**src/rtl/audiomap_pkg.sv**
```systemverilog
// audiomap_pkg: shared state encoding and default buffer addresses for the audiomap sequencer
package audiomap_pkg;
   typedef enum logic [2:0] {
      ST_IDLE,
      ST_WAIT_TICK,
      ST_START,
      ST_WAIT_BUSY,
      ST_WAIT_DONE,
      ST_STOPPING
   } audiomap_state_e;
   localparam logic [12:0] BUF0_ADDR_DEF = 13'h0A00;
   localparam logic [12:0] BUF1_ADDR_DEF = 13'h0F00;
endpackage

```
**src/rtl/audiomap_buffer_flags.sv**
```systemverilog
// audiomap_buffer_flags: two per-buffer filled flags, a fill (set) beats a consume (clear) on the same buffer
// Ports: clk, reset (sync, active-high); set/set_idx mark a buffer filled;
//        clr/clr_idx mark a buffer consumed; valid[1:0] current flags.
module audiomap_buffer_flags (
   input  logic       clk,
   input  logic       reset,
   input  logic       set,
   input  logic       set_idx,
   input  logic       clr,
   input  logic       clr_idx,
   output logic [1:0] valid
);
   logic [1:0] valid_q, valid_d;
   always_comb begin
      for (int i = 0; i < 2; i++)
         valid_d[i] = (set && set_idx == 1'(i)) | (valid_q[i] & ~(clr && clr_idx == 1'(i)));
   end
   always_ff @(posedge clk)
      valid_q <= reset ? 2'b00 : valid_d;
   assign valid = valid_q;
endmodule

```
**src/rtl/audiomap_sequencer.sv**
```systemverilog
// audiomap_sequencer: steps the ADPCM decoder through a two-buffer audiomap ring on the 75 Hz tick
// Ports: clk, reset (sync, active-high)
//   cfg_start/cfg_stop       playback control pulses from CDIC registers
//   buf_fill/buf_fill_idx    CPU marks a buffer filled
//   audio_tick               75 Hz sector tick
//   dec_*                    decoder start/stop/address/filter-reset, idle and 0xFF-coding inputs
//   active, buf_valid, irq, irq_buf, irq_end, underrun   status to CPU
// Optional: AUDIOMAP_UNDERRUN_COUNT_EN adds underrun_count[7:0] (saturating, cleared on cfg_start).
module audiomap_sequencer
   import audiomap_pkg::*;
#(
   parameter logic [12:0] BUF0_ADDR  = BUF0_ADDR_DEF,
   parameter logic [12:0] BUF1_ADDR  = BUF1_ADDR_DEF,
   parameter bit          RESET_FILT = 1'b1
) (
   input  logic        clk,
   input  logic        reset,
   input  logic        cfg_start,
   input  logic        cfg_stop,
   input  logic        buf_fill,
   input  logic        buf_fill_idx,
   input  logic        audio_tick,
   output logic        dec_start_playback,
   output logic [12:0] dec_playback_addr,
   output logic        dec_reset_filter,
   output logic        dec_stop_playback,
   input  logic        dec_idle,
   input  logic        dec_disable_audiomap,
   output logic        active,
   output logic [1:0]  buf_valid,
   output logic        irq,
   output logic        irq_buf,
   output logic        irq_end,
   output logic        underrun
`ifdef AUDIOMAP_UNDERRUN_COUNT_EN
   ,
   output logic [7:0]  underrun_count
`endif
);
   audiomap_state_e state_q, state_d;
   logic cur_q, cur_d, first_q, first_d, underrun_q, underrun_d;
   logic irq_q, irq_d, irq_buf_q, irq_buf_d, irq_end_q, irq_end_d, stop_q, stop_d;
   logic clr, start_acc, ur_ev;
   assign start_acc = state_q == ST_IDLE && cfg_start && !cfg_stop;
   assign ur_ev = state_q == ST_WAIT_TICK && !cfg_stop && audio_tick && !buf_valid[cur_q];
   audiomap_buffer_flags u_flags (
      .clk     (clk),
      .reset   (reset),
      .set     (buf_fill),
      .set_idx (buf_fill_idx),
      .clr     (clr),
      .clr_idx (cur_q),
      .valid   (buf_valid)
   );
   always_comb begin
      state_d    = state_q;
      cur_d      = cur_q;
      first_d    = first_q;
      underrun_d = underrun_q;
      irq_d      = 1'b0;
      irq_buf_d  = irq_buf_q;
      irq_end_d  = irq_end_q;
      stop_d     = 1'b0;
      clr        = 1'b0;
      case (state_q)
         ST_IDLE: if (start_acc) begin
            state_d    = ST_WAIT_TICK;
            cur_d      = 1'b0;
            first_d    = 1'b1;
            underrun_d = 1'b0;
         end
         ST_WAIT_TICK: begin
            if (cfg_stop) state_d = ST_IDLE;
            else if (ur_ev) begin
               underrun_d = 1'b1;
               first_d    = 1'b1;
            end else if (audio_tick && dec_idle) state_d = ST_START;
         end
         ST_START: begin
            state_d = cfg_stop ? ST_IDLE : ST_WAIT_BUSY;
            first_d = cfg_stop & first_q;
         end
         ST_WAIT_BUSY, ST_WAIT_DONE: begin
            if (cfg_stop) begin
               stop_d  = 1'b1;
               state_d = ST_STOPPING;
            end else if (dec_disable_audiomap) begin
               clr       = 1'b1;
               irq_d     = 1'b1;
               irq_end_d = 1'b1;
               irq_buf_d = cur_q;
               state_d   = ST_IDLE;
            end else if (state_q == ST_WAIT_BUSY) begin
               // decoder still reports idle for one cycle after the start pulse
               if (!dec_idle) state_d = ST_WAIT_DONE;
            end else if (dec_idle) begin
               clr       = 1'b1;
               irq_d     = 1'b1;
               irq_end_d = 1'b0;
               irq_buf_d = cur_q;
               cur_d     = ~cur_q;
               state_d   = ST_WAIT_TICK;
            end
         end
         ST_STOPPING: if (dec_idle) state_d = ST_IDLE;
         default: state_d = ST_IDLE;
      endcase
   end
   always_ff @(posedge clk) begin
      if (reset) begin
         state_q    <= ST_IDLE;
         cur_q      <= 1'b0;
         first_q    <= 1'b1;
         underrun_q <= 1'b0;
         irq_q      <= 1'b0;
         irq_buf_q  <= 1'b0;
         irq_end_q  <= 1'b0;
         stop_q     <= 1'b0;
      end else begin
         state_q    <= state_d;
         cur_q      <= cur_d;
         first_q    <= first_d;
         underrun_q <= underrun_d;
         irq_q      <= irq_d;
         irq_buf_q  <= irq_buf_d;
         irq_end_q  <= irq_end_d;
         stop_q     <= stop_d;
      end
   end
`ifdef AUDIOMAP_UNDERRUN_COUNT_EN
   logic [7:0] ucnt_q, ucnt_d;
   assign ucnt_d = start_acc ? 8'd0 : (ur_ev && ucnt_q != 8'hFF) ? ucnt_q + 8'd1 : ucnt_q;
   always_ff @(posedge clk)
      ucnt_q <= reset ? 8'd0 : ucnt_d;
   assign underrun_count = ucnt_q;
`endif
   // a stop arriving in START cancels the pulse before the decoder sees it
   assign dec_start_playback = state_q == ST_START && !cfg_stop;
   assign dec_playback_addr  = dec_start_playback ? (cur_q ? BUF1_ADDR : BUF0_ADDR) : 13'd0;
   assign dec_reset_filter   = dec_start_playback & first_q & RESET_FILT;
   assign dec_stop_playback  = stop_q;
   assign active             = state_q != ST_IDLE;
   assign irq                = irq_q;
   assign irq_buf            = irq_buf_q;
   assign irq_end            = irq_end_q;
   assign underrun           = underrun_q;
endmodule

```
**config.mk**
```make
export PLATFORM = sky130hd
export DESIGN_NAME = audiomap_sequencer
export DESIGN_NICKNAME = d
export VERILOG_FILES = /design/src/rtl/audiomap_pkg.sv /design/src/rtl/audiomap_buffer_flags.sv /design/src/rtl/audiomap_sequencer.sv
export SDC_FILE = /design/constraint.sdc
export NUM_CORES = 1
export LEC_CHECK = 0
export CAP_MARGIN = 20
export CORE_UTILIZATION = 45
export CTS_BUF_LIST = sky130_fd_sc_hd__clkbuf_16
export CTS_CLUSTER_SIZE = 28
export DETAILED_ROUTE_END_ITERATION = 6
export PLACE_DENSITY_LB_ADDON = 0.1
export SYNTH_ARGS = -nofsm -noshare
export SYNTH_HDL_FRONTEND = slang
export SYNTH_HIERARCHICAL = 1
export SYNTH_SLANG_ARGS = --single-unit
```
**constraint.sdc**
```tcl
create_clock -name clk -period 3 [get_ports clk]
set_clock_uncertainty 0.2 [all_clocks]
set_input_delay 0.6 -clock clk [delete_from_list [all_inputs] [get_ports clk]]
set_output_delay 0.6 -clock clk [all_outputs]
set_load 0.01 [all_outputs]
```
* After elaboration in Yosys (flattened, before gate mapping) *
Cells that the tools add are included.

cells by class
  $lt $le $gt $ge = 1
  eq/ne operators = 18
  multiplexer cells = 39
  bitwise gates (word level) = 12
  reduce and logical (&&, ||, !) cells = 26

operators by type and width
  operator            number
  $mux 3              10
  $mux 1              22
  $ne 2x2->1 const B  9
  $pmux 3 s5          1
  $mux 12             1
  $reduce_and 4->1    3
  $reduce_and 6->1    2
  $logic_and 1x1->1   11
  $mux 11             1
  $ne 5x5->1 const B  2
  $eq 3x2->1 const B  2
  $eq 3x3->1 const B  2
  $not 1->1           6
  $reduce_bool 2->1   3
  $reduce_bool 3->1   2
  $and 1x1->1         4
  $pmux 1 s2          2
  $reduce_or 2->1     2
  $eq 3x1->1 const B  1
  $logic_not 3->1     1
  $ne 3x2->1 const B  1
  $ne 3x3->1 const B  1
  $pmux 1 s3          1
  $logic_not 1->1     2
  3 further kinds     4

storage, ports and cells
  register bits after elaboration = 12
  input bits = 9
  word-level logic and storage cells = 105

* Depth between registers and ports, before layout *
Gate-level depths: netlist of run 1.

  word-level depth = 9
  mapped depth = 6
  depth with buffers taken out = 6

* Hierarchy *
The synthesis of run 1 kept the hierarchy.

by module, submodules not included
  module                 instances  cells each  area each (um^2)  sequential area each (um^2)
  audiomap_sequencer     1          91          723.2             200.2
  audiomap_buffer_flags  1          9           85.1              40.0

* Worst setup path after synthesis of run 1 *
Ideal clock, no wire load.

  kind = input to output
  start = in cfg_stop
  end = out dec_playback_addr[10]
  arrival time = 1.862 ns
  slack = 0.338 ns
  stages = 4
  path buffers = 2
  path through = clkbuf_1 > nor4_1 > and2_1 > buf_4

between the ends
  longest elaborated chain between the ends = 3

RTL lines
  item                    line                       text
  from (decl)             audiomap_sequencer.sv:19   input logic cfg_stop,
  $logic_not 1->1         audiomap_sequencer.sv:138  assign dec_start_playback = state_q == ST_START && !cfg_stop;
  $logic_and 1x1->1       audiomap_sequencer.sv:138
  net dec_start_playback  audiomap_sequencer.sv:23   output logic dec_start_playback,
  $mux 12                 audiomap_sequencer.sv:139  assign dec_playback_addr = dec_start_playback ? (cur_q ? BUF1_ADDR : BUF0_ADDR) : 13'd0;
  to (decl)               audiomap_sequencer.sv:24   output logic [12:0] dec_playback_addr,

The timed path passes the listed nets, and every way through them passes these cells.

* Worst setup path in the final report of run 1 *
  start = in cfg_stop
  end = out dec_playback_addr[10]

between the ends
  longest elaborated chain between the ends = 3

RTL lines
  item               line
  $logic_not 1->1    audiomap_sequencer.sv:138
  $logic_and 1x1->1  audiomap_sequencer.sv:138
  $mux 12            audiomap_sequencer.sv:139

Every way passes these cells.

==> results.txt, run 1 <==
Traced cell by cell, the critical path runs through clkdlybuf4s50_1 -> nor4_1 -> buf_4 -> and2_1 -> clkdlybuf4s50_1. CTS saw 12 sinks. The number of ports placed on the die boundary was 32. The tools report the die outline area as 1970 um^2.

The fraction of power spent switching nets works out to 0.248. The run gives 744 as the routed via count. The total iterations of the first detailed-routing run came out at 4.

STA classifies the critical path startpoint as an input port. The logs give 0.165 for the power share of the combinational group and 100 for the post-synthesis cell count. Sorting the synthesized cells by area gives the leading types as sky130_fd_sc_hd__dfxtp_1 (30%), sky130_fd_sc_hd__buf_4 (12%), sky130_fd_sc_hd__a21oi_1 (4.3%). Derived from the worst setup path, the maximum achievable clock frequency is 0.345 GHz. Net count of the finished layout: 131. The run gives 0.297 as the global routing met2 resource utilization. Counting flops and latches in the post-synthesis netlist gives 12.

The worst setup path is captured at an output port. The clock insertion delay at the later pin of the skew report was 240 ps; the number of max-slew violations in the final report was 0. Critical path class: input port to output port. STA puts the critical path data required time at 2200 ps. The number of antenna repair diodes came out at 0. Dominant delay contributor by cell family on the critical path: buffers and inverters. Post-placement cell area: 982 um^2. For this design the total switching power over the nets is 0.000127 W.

The worst-path maximum fanout was 6; the number of cells upsized or downsized after cts was 0. The run gives 3 as the total CTS buffers. The first global-routing pass estimated 2770 um of wire. On the worst path, the slowest cell contributes a delay of 530 ps.

The run gives 0.292 mV as the maximum vdd drop. The run gives 0.421 nW as the static power due to leakage. The initial antenna violation count is 0. The critical path starts at cfg_stop. The number of hold buffers added after CTS was 0. The count of nets left with antenna violations once routing finished came out at 0. The tools report the post-synth design cell area as 808 um^2. The number of setup buffers added after CTS is 0, and the number of synthesized flops with an enable pin is 0. The number of global-route vias before repair was 646. At the end of routability-driven placement, the weighted congestion stood at 0.779.

In this run the clock root is driven by a sky130_fd_sc_hd__clkbuf_16. The core region is 1590 um^2. The vertical die dimension was 44.4 um; the area of all placed cells without fillers was 1060 um^2.

In this design, the critical path's most frequently occurring cell is sky130_fd_sc_hd__clkdlybuf4s50_1. The die width is 44.4 um. The clock-pin slew of the registers on the worst-case setup and hold paths is 40 ps.

The met3 usage was 0.0367. The power density relative to cell area came out at 483 nW/um^2. Summed over all layers, the global routing overflow is 0. Summed over all failing endpoints, the final setup total negative slack is 0 ps. The post-DP HPWL is 1110 um, and the signed area change from the synthesized netlist to the final layout is 31.3%. Number of buffers and inverters on the critical path: 3.

The worst register-to-register path begins at state_q[0]$_SDFFE_PP0P_. Across the run, the number of max-cap violations was 0. The overall global routing resource usage is 0.192. Internal power comes to 0.000386 W. The cell type with the largest total area after synthesis is sky130_fd_sc_hd__dfxtp_1. The final cycle utilization of the critical path came out at 0.967. The mean instance size in the synthesized netlist came out at 8.08 um^2. The share of post-route cells with drive strength above 1 works out to 0.107. The flow ran to the end, and the final reports show no timing, DRC or antenna violations. Entering global routing, the biggest net connects 16 pins. The via count normalized by instance count works out to 5.13. The post-detailed-route wirelength per cell is 11.5 um. Most heavily used metal layer in global routing: met2. Among all stages on the critical path, the largest delay is contributed by sky130_fd_sc_hd__clkdlybuf4s50_1.

The DRC violation count after routing is 0. The count of H-tree levels built during CTS is 1. The detailed router finished its first iteration with 27 violations.

The run gives 2 as the maximum number of buffers from clock root to sink. The effective utilization at floorplan came out at 0.507. The dominant register cell in the synthesized netlist was sky130_fd_sc_hd__dfxtp_1.

Port buffering added 22 buffers. The worst hold path belongs to the class register to register. The tools report the fraction of power consumed by the clock network as 0.485. TritonCTS built the clock tree.

The final wirelength was 1660 um; the fraction of registers with async set/reset was 0. The share of the yosys chip area belonging to registers is 0.297, and the synthesis warning total is 6. Synthesis instantiated 38 different standard cells from the library. For the global routing usage on met1, the log shows 0.249. The floorplan has 14 rows. In this run the most critical hold path is launched from irq_buf$_SDFFE_PP0P_.

The library cell used most frequently in the layout, excluding fill and tap cells, is sky130_fd_sc_hd__clkdlybuf4s50_1. The final setup violation count was 0. For the number of endpoints with negative hold slack in the final report, the log shows 0. The time the worst path needs with I/O delays and setup works out to 2900 ps. Setup repair after global routing left no endpoint under its margin. STA puts the critical path data arrival time at 2100 ps. The relative contribution of sequential cells to total power is 0.350, and the share of the synthesized area in the top cell type is 0.297. In the layout the commonest cells are sky130_fd_sc_hd__clkdlybuf4s50_1 (22), sky130_fd_sc_hd__dfxtp_1 (12), sky130_fd_sc_hd__nor2_1 (9), sky130_fd_sc_hd__conb_1 (9), sky130_fd_sc_hd__nand2_1 (8).

Worst hold-check slack: 255 ps.
power groups by stage:
stage / logic (W) / clock network [W] / registers, W
floorplan: 0.0000671 / 0 / 0.000176
global placement: 0.0000832 / 0 / 0.000181
detailed placement: 0.0000833 / 0 / 0.000181
CTS: 0.0000842 / 0.000252 / 0.000179
global route: 0.0000934 / 0.000261 / 0.000181
finish: 0.0000848 / 0.000249 / 0.000179
worst register-to-register path, delay by kind of cell (launching register included):
family | cells | cell delay (ps)
simple gates | 2 | 620
mux | 1 | 320
compound gates | 2 | 170
flops | 1 | 580
sequential cells by signal (all words and copies together) (netlist names):
name,cells
first_q,1
u_flags/valid,2
irq,1
underrun,1
cur_q,1
dec_stop_playback,1
irq_buf,1
irq_end,1
state_q,3
layer usage:
layer | share of wire | wire [um]
met4 | 0.0048 | 8
met1 | 0.47 | 774
met5 | 0 | 0
met3 | 0.083 | 138
met2 | 0.45 | 740
kinds of logic after synthesis:
| group | Yosys count | synth area share |
|---|---|---|
| other | 1 | 0.00464 |
| AOI/OAI and AO/OA | 24 | 0.206 |
| DFF | 12 | 0.297 |
| buffers and inverters | 21 | 0.183 |
| and+or+nand+nor | 39 | 0.265 |
| muxes | 3 | 0.0449 |
final cells by class:
cell class                      instances  area (um^2)
Clock inverter                          1         3.75
Inverter                                5         18.8
Sequential cell                        12          240
Clock buffer                            3         75.1
Tap cell                               24         30.0
Timing Repair Buffer                   25          243
Fill cell                             130          533
Multi-Input combinational cell         75          450
synthesized netlist by cell type (2+ instances only):
library cell and instances:
sky130_fd_sc_hd__a21oi_1 7, sky130_fd_sc_hd__a32oi_1 2, sky130_fd_sc_hd__and2_1 2, sky130_fd_sc_hd__and2b_1 2
sky130_fd_sc_hd__buf_4 13, sky130_fd_sc_hd__clkbuf_8 2, sky130_fd_sc_hd__dfxtp_1 12, sky130_fd_sc_hd__inv_1 5
sky130_fd_sc_hd__nand2_1 8, sky130_fd_sc_hd__nand2b_1 4, sky130_fd_sc_hd__nor2_1 9, sky130_fd_sc_hd__nor2b_1 3
sky130_fd_sc_hd__nor3_1 3, sky130_fd_sc_hd__o21ai_0 4
path summary, 6_finish.rpt:
check                           depth (start not counted)                 endpoint  slack, ps
worst max register to register                          5  state_q[2]$_SDFFE_PP0P_       1000
worst min register to register                          2     irq_buf$_SDFFE_PP0P_        260
worst max-delay path                                    5    dec_playback_addr[10]        100
worst min-delay path                                    2     irq_buf$_SDFFE_PP0P_        260
through the flow:
| step | worst slack, ps | power (W) | instances | utilization |
|---|---|---|---|---|
| 5_1_grt | 13.1 | 0.000535 | 145 | 0.666 |
| 6_report | 98.6 | 0.000513 | 145 | 0.666 |
| 3_5_place_dp | 110 | 0.000265 | 141 | 0.616 |
| 4_1_cts | 110 | 0.000515 | 145 | 0.666 |
| 3_3_place_gp | 138 | 0.000264 | 141 | 0.616 |
| 2_1_floorplan | 338 | 0.000243 | 108 | - |
(Power assumes the default switching activity.)
==> run 2, diff against run 1 <==
--- a/config.mk
+++ b/config.mk
@@ -6,7 +6,10 @@
 export NUM_CORES = 1
 export LEC_CHECK = 0
 export CAP_MARGIN = 20
-export CORE_UTILIZATION = 45
+export CELL_PAD_IN_SITES_DETAIL_PLACEMENT = 1
+export CELL_PAD_IN_SITES_GLOBAL_PLACEMENT = 1
+export CORE_ASPECT_RATIO = 0.7
+export CORE_UTILIZATION = 32
 export CTS_BUF_LIST = sky130_fd_sc_hd__clkbuf_16
 export CTS_CLUSTER_SIZE = 28
 export DETAILED_ROUTE_END_ITERATION = 6
==> results.txt, run 2 (synthesized netlist as in run 1, its figures left out) <==
The number of buffers and inverters on the critical path is 3. For this run, the top clock speed supported by timing is 0.350 GHz. The fraction of power spent switching nets was 0.252. STA classifies the critical path endpoint as an output port. The critical path launch point type was an input port.

The logs give 16 for the pin count of the biggest net entering global routing and 705 for the number of global-route vias before repair. The congestion estimate from routability-driven global placement came to 0.811. The global-route wire length before repair was 3420 um. The area of all placed cells without fillers is 1080 um^2. The effective utilization at floorplan is 0.358. The share of post-route cells with drive strength above 1 was 0.123.

The relative contribution of sequential cells to total power is 0.348. The logs give 0.426 nW for the static power due to leakage and 1000 um^2 for the post-placement cell area. The run gives 0 as the number of endpoints with negative hold slack in the final report.

Setup violations remaining at the end of the flow were counted as 0. 0 antenna diodes ended up in the layout. The total iterations of the first detailed-routing run is 4. In this run the standard cell core region covers 2260 um^2.

The time the worst path needs with I/O delays and setup is 2860 ps, and the clock insertion delay at the later pin of the skew report is 240 ps. The final cycle utilization of the critical path works out to 0.953. STA puts the critical path data required time at 2200 ps. The flow ran to the end, and the final reports show no timing, DRC or antenna violations. In this run the power spent charging and discharging nets is 0.000130 W.

The run gives 0 as the number of setup buffers added after CTS. After global routing the overflow that remains totals 0. For this block, the initial DRC count from the detailed router was 9. Buffers placed on the I/O ports in this run total 22. Internal power: 0.000387 W. The cell family contributing the most delay on the critical path is buffers and inverters.

Dividing the detail-routed wire length by the instance count gives 13.1 um. Relative to the synthesized area, the layout overhead comes to 34.2%. The maximum vdd drop was 0.208 mV. After clock tree synthesis, the clock-pin slew on the worst setup and hold paths is 40 ps. The logs give 763 for the routed via count and 132 for the net count of the finished layout.

Clock tree synthesis selected as its root buffer the cell sky130_fd_sc_hd__clkbuf_16. The top cell types in the final layout, fill and taps aside, are sky130_fd_sc_hd__clkdlybuf4s50_1 (22), sky130_fd_sc_hd__dfxtp_1 (12), sky130_fd_sc_hd__nor2_1 (9), sky130_fd_sc_hd__conb_1 (9), sky130_fd_sc_hd__nand2_1 (8). The signal on the critical path passes through clkdlybuf4s50_1 -> nor4_2 -> buf_4 -> and2_1 -> clkdlybuf4s50_1. Overall global routing resource usage: 0.178. The maximum number of buffers from clock root to sink is 2, and the worst-path maximum fanout is 6. The run gives 0 ps as the setup TNS.

From left edge to right edge, the die measures 62.1 um. The critical path is of the input port to output port type. The register with the most flip-flops in the layout has 3 of them. The initial antenna violation count came out at 0. The number of max-capacitance violations reported was 0; the power density relative to cell area was 477 nW/um^2. The worst hold-check slack came out at 253 ps. The class of the worst hold path was register to register.

The floorplan has 14 rows. Setup repair after global routing left no endpoint under its margin. The die covers 2730 um^2. The delay of the slowest cell on the worst path was 540 ps. The run gives 3 as the total CTS buffers. The power share of the combinational group was 0.172. CTS saw 12 sinks. The DRC violation count after routing came out at 0. Number of ports placed on the die boundary: 32. The via count normalized by instance count is 4.95.

TritonCTS built the clock tree. The count of H-tree levels built during CTS was 1. Core occupancy in the finished layout: 0.480.

Vertical die dimension: 44.1 um. The fraction of power consumed by the clock network came out at 0.480. The register containing the most flip-flops in the final layout is state_q. The count of antenna-violating nets left after detailed routing came out at 0. Data arrives at the worst endpoint at 2060 ps. Slowest library cell on the worst path: sky130_fd_sc_hd__clkdlybuf4s50_1. In this run, post-CTS hold repair placed 0 buffers. Counting stages on the worst path, the most repeated cell is sky130_fd_sc_hd__clkdlybuf4s50_1. The wire-length estimate of the detail-placed layout is 1510 um. The number of max-slew violations in the final report is 0.

The final wirelength was 2020 um. Leaving out fill and tap cells, the most frequent cell in the layout is sky130_fd_sc_hd__clkdlybuf4s50_1.
run 2: cell types whose count changed in the layout (fill, tap and decap cells not counted):
cell,before,now
sky130_fd_sc_hd__nor4_1,1,0
sky130_fd_sc_hd__nor4_2,0,1
sky130_fd_sc_hd__buf_4,3,4
run 2: cell type report:
class | count | area (um^2)
sequential | 12 | 240
timing repair buffer | 26 | 250
inverter | 5 | 18.8
clock buffer | 3 | 75.1
clock inverter | 1 | 3.75
fill | 265 | 1170
tap | 32 | 40.0
multi-input combinational | 75 | 457
run 2: worst paths after layout:
check                                             start                      end  slack [ps]  depth (start not counted)
worst max-delay path                           cfg_stop     dec_playback_addr[8]         140                          5
worst min-delay path               irq_buf$_SDFFE_PP0P_     irq_buf$_SDFFE_PP0P_         250                          2
worst max register to register  state_q[0]$_SDFFE_PP0P_  state_q[2]$_SDFFE_PP0P_         940                          5
worst min register to register     irq_buf$_SDFFE_PP0P_     irq_buf$_SDFFE_PP0P_         250                          2
run 2: tightest hold or removal path, stage by stage, from the launching register on:
cell and delay (ps):
sky130_fd_sc_hd__dfxtp_1 300, sky130_fd_sc_hd__nand2_1 50, sky130_fd_sc_hd__a21oi_1 50
run 2: metal layers:
layer	GRT usage	part of all wire	vias to the layer above	wire [um]
met5	0	0	-	0
li1	-	-	372	-
met3	0.0614	0.052	2	106
met4	0.0400	0.0059	0	12
met1	0.239	0.50	367	1000
met2	0.277	0.44	22	900
run 2: metrics by stage:
| stage | std cells | setup WS, ps | total power [W] |
|---|---|---|---|
| floorplan | 108 | 338 | 0.000243 |
| global placement | 150 | 96.7 | 0.000268 |
| detailed placement | 150 | 56.2 | 0.000270 |
| CTS | 154 | 54.1 | 0.000523 |
| global route | 154 | 50.3 | 0.000542 |
| finish | 154 | 142 | 0.000517 |
run 2: power by group through the flow:
stage	sequential [W]	clock, W	combinational, W
finish	0.000180	0.000248	0.0000888
global route	0.000182	0.000264	0.0000962
CTS	0.000179	0.000255	0.0000885
detailed placement	0.000182	0	0.0000875
global placement	0.000181	0	0.0000865
floorplan	0.000176	0	0.0000671
run 2: timing repair:
item	in CTS	in global routing
endpoints found under the hold margin	0	0
endpoints found under the setup margin	0	3
gates resized for setup	0	1
==> run 3, diff against run 2 <==
--- a/config.mk
+++ b/config.mk
@@ -14,6 +14,7 @@
 export CTS_CLUSTER_SIZE = 28
 export DETAILED_ROUTE_END_ITERATION = 6
 export PLACE_DENSITY_LB_ADDON = 0.1
+export SLEW_MARGIN = 20
 export SYNTH_ARGS = -nofsm -noshare
 export SYNTH_HDL_FRONTEND = slang
 export SYNTH_HIERARCHICAL = 1
==> results of run 3 <==
Final layout, timing and power as in run 2 (identical DEF).
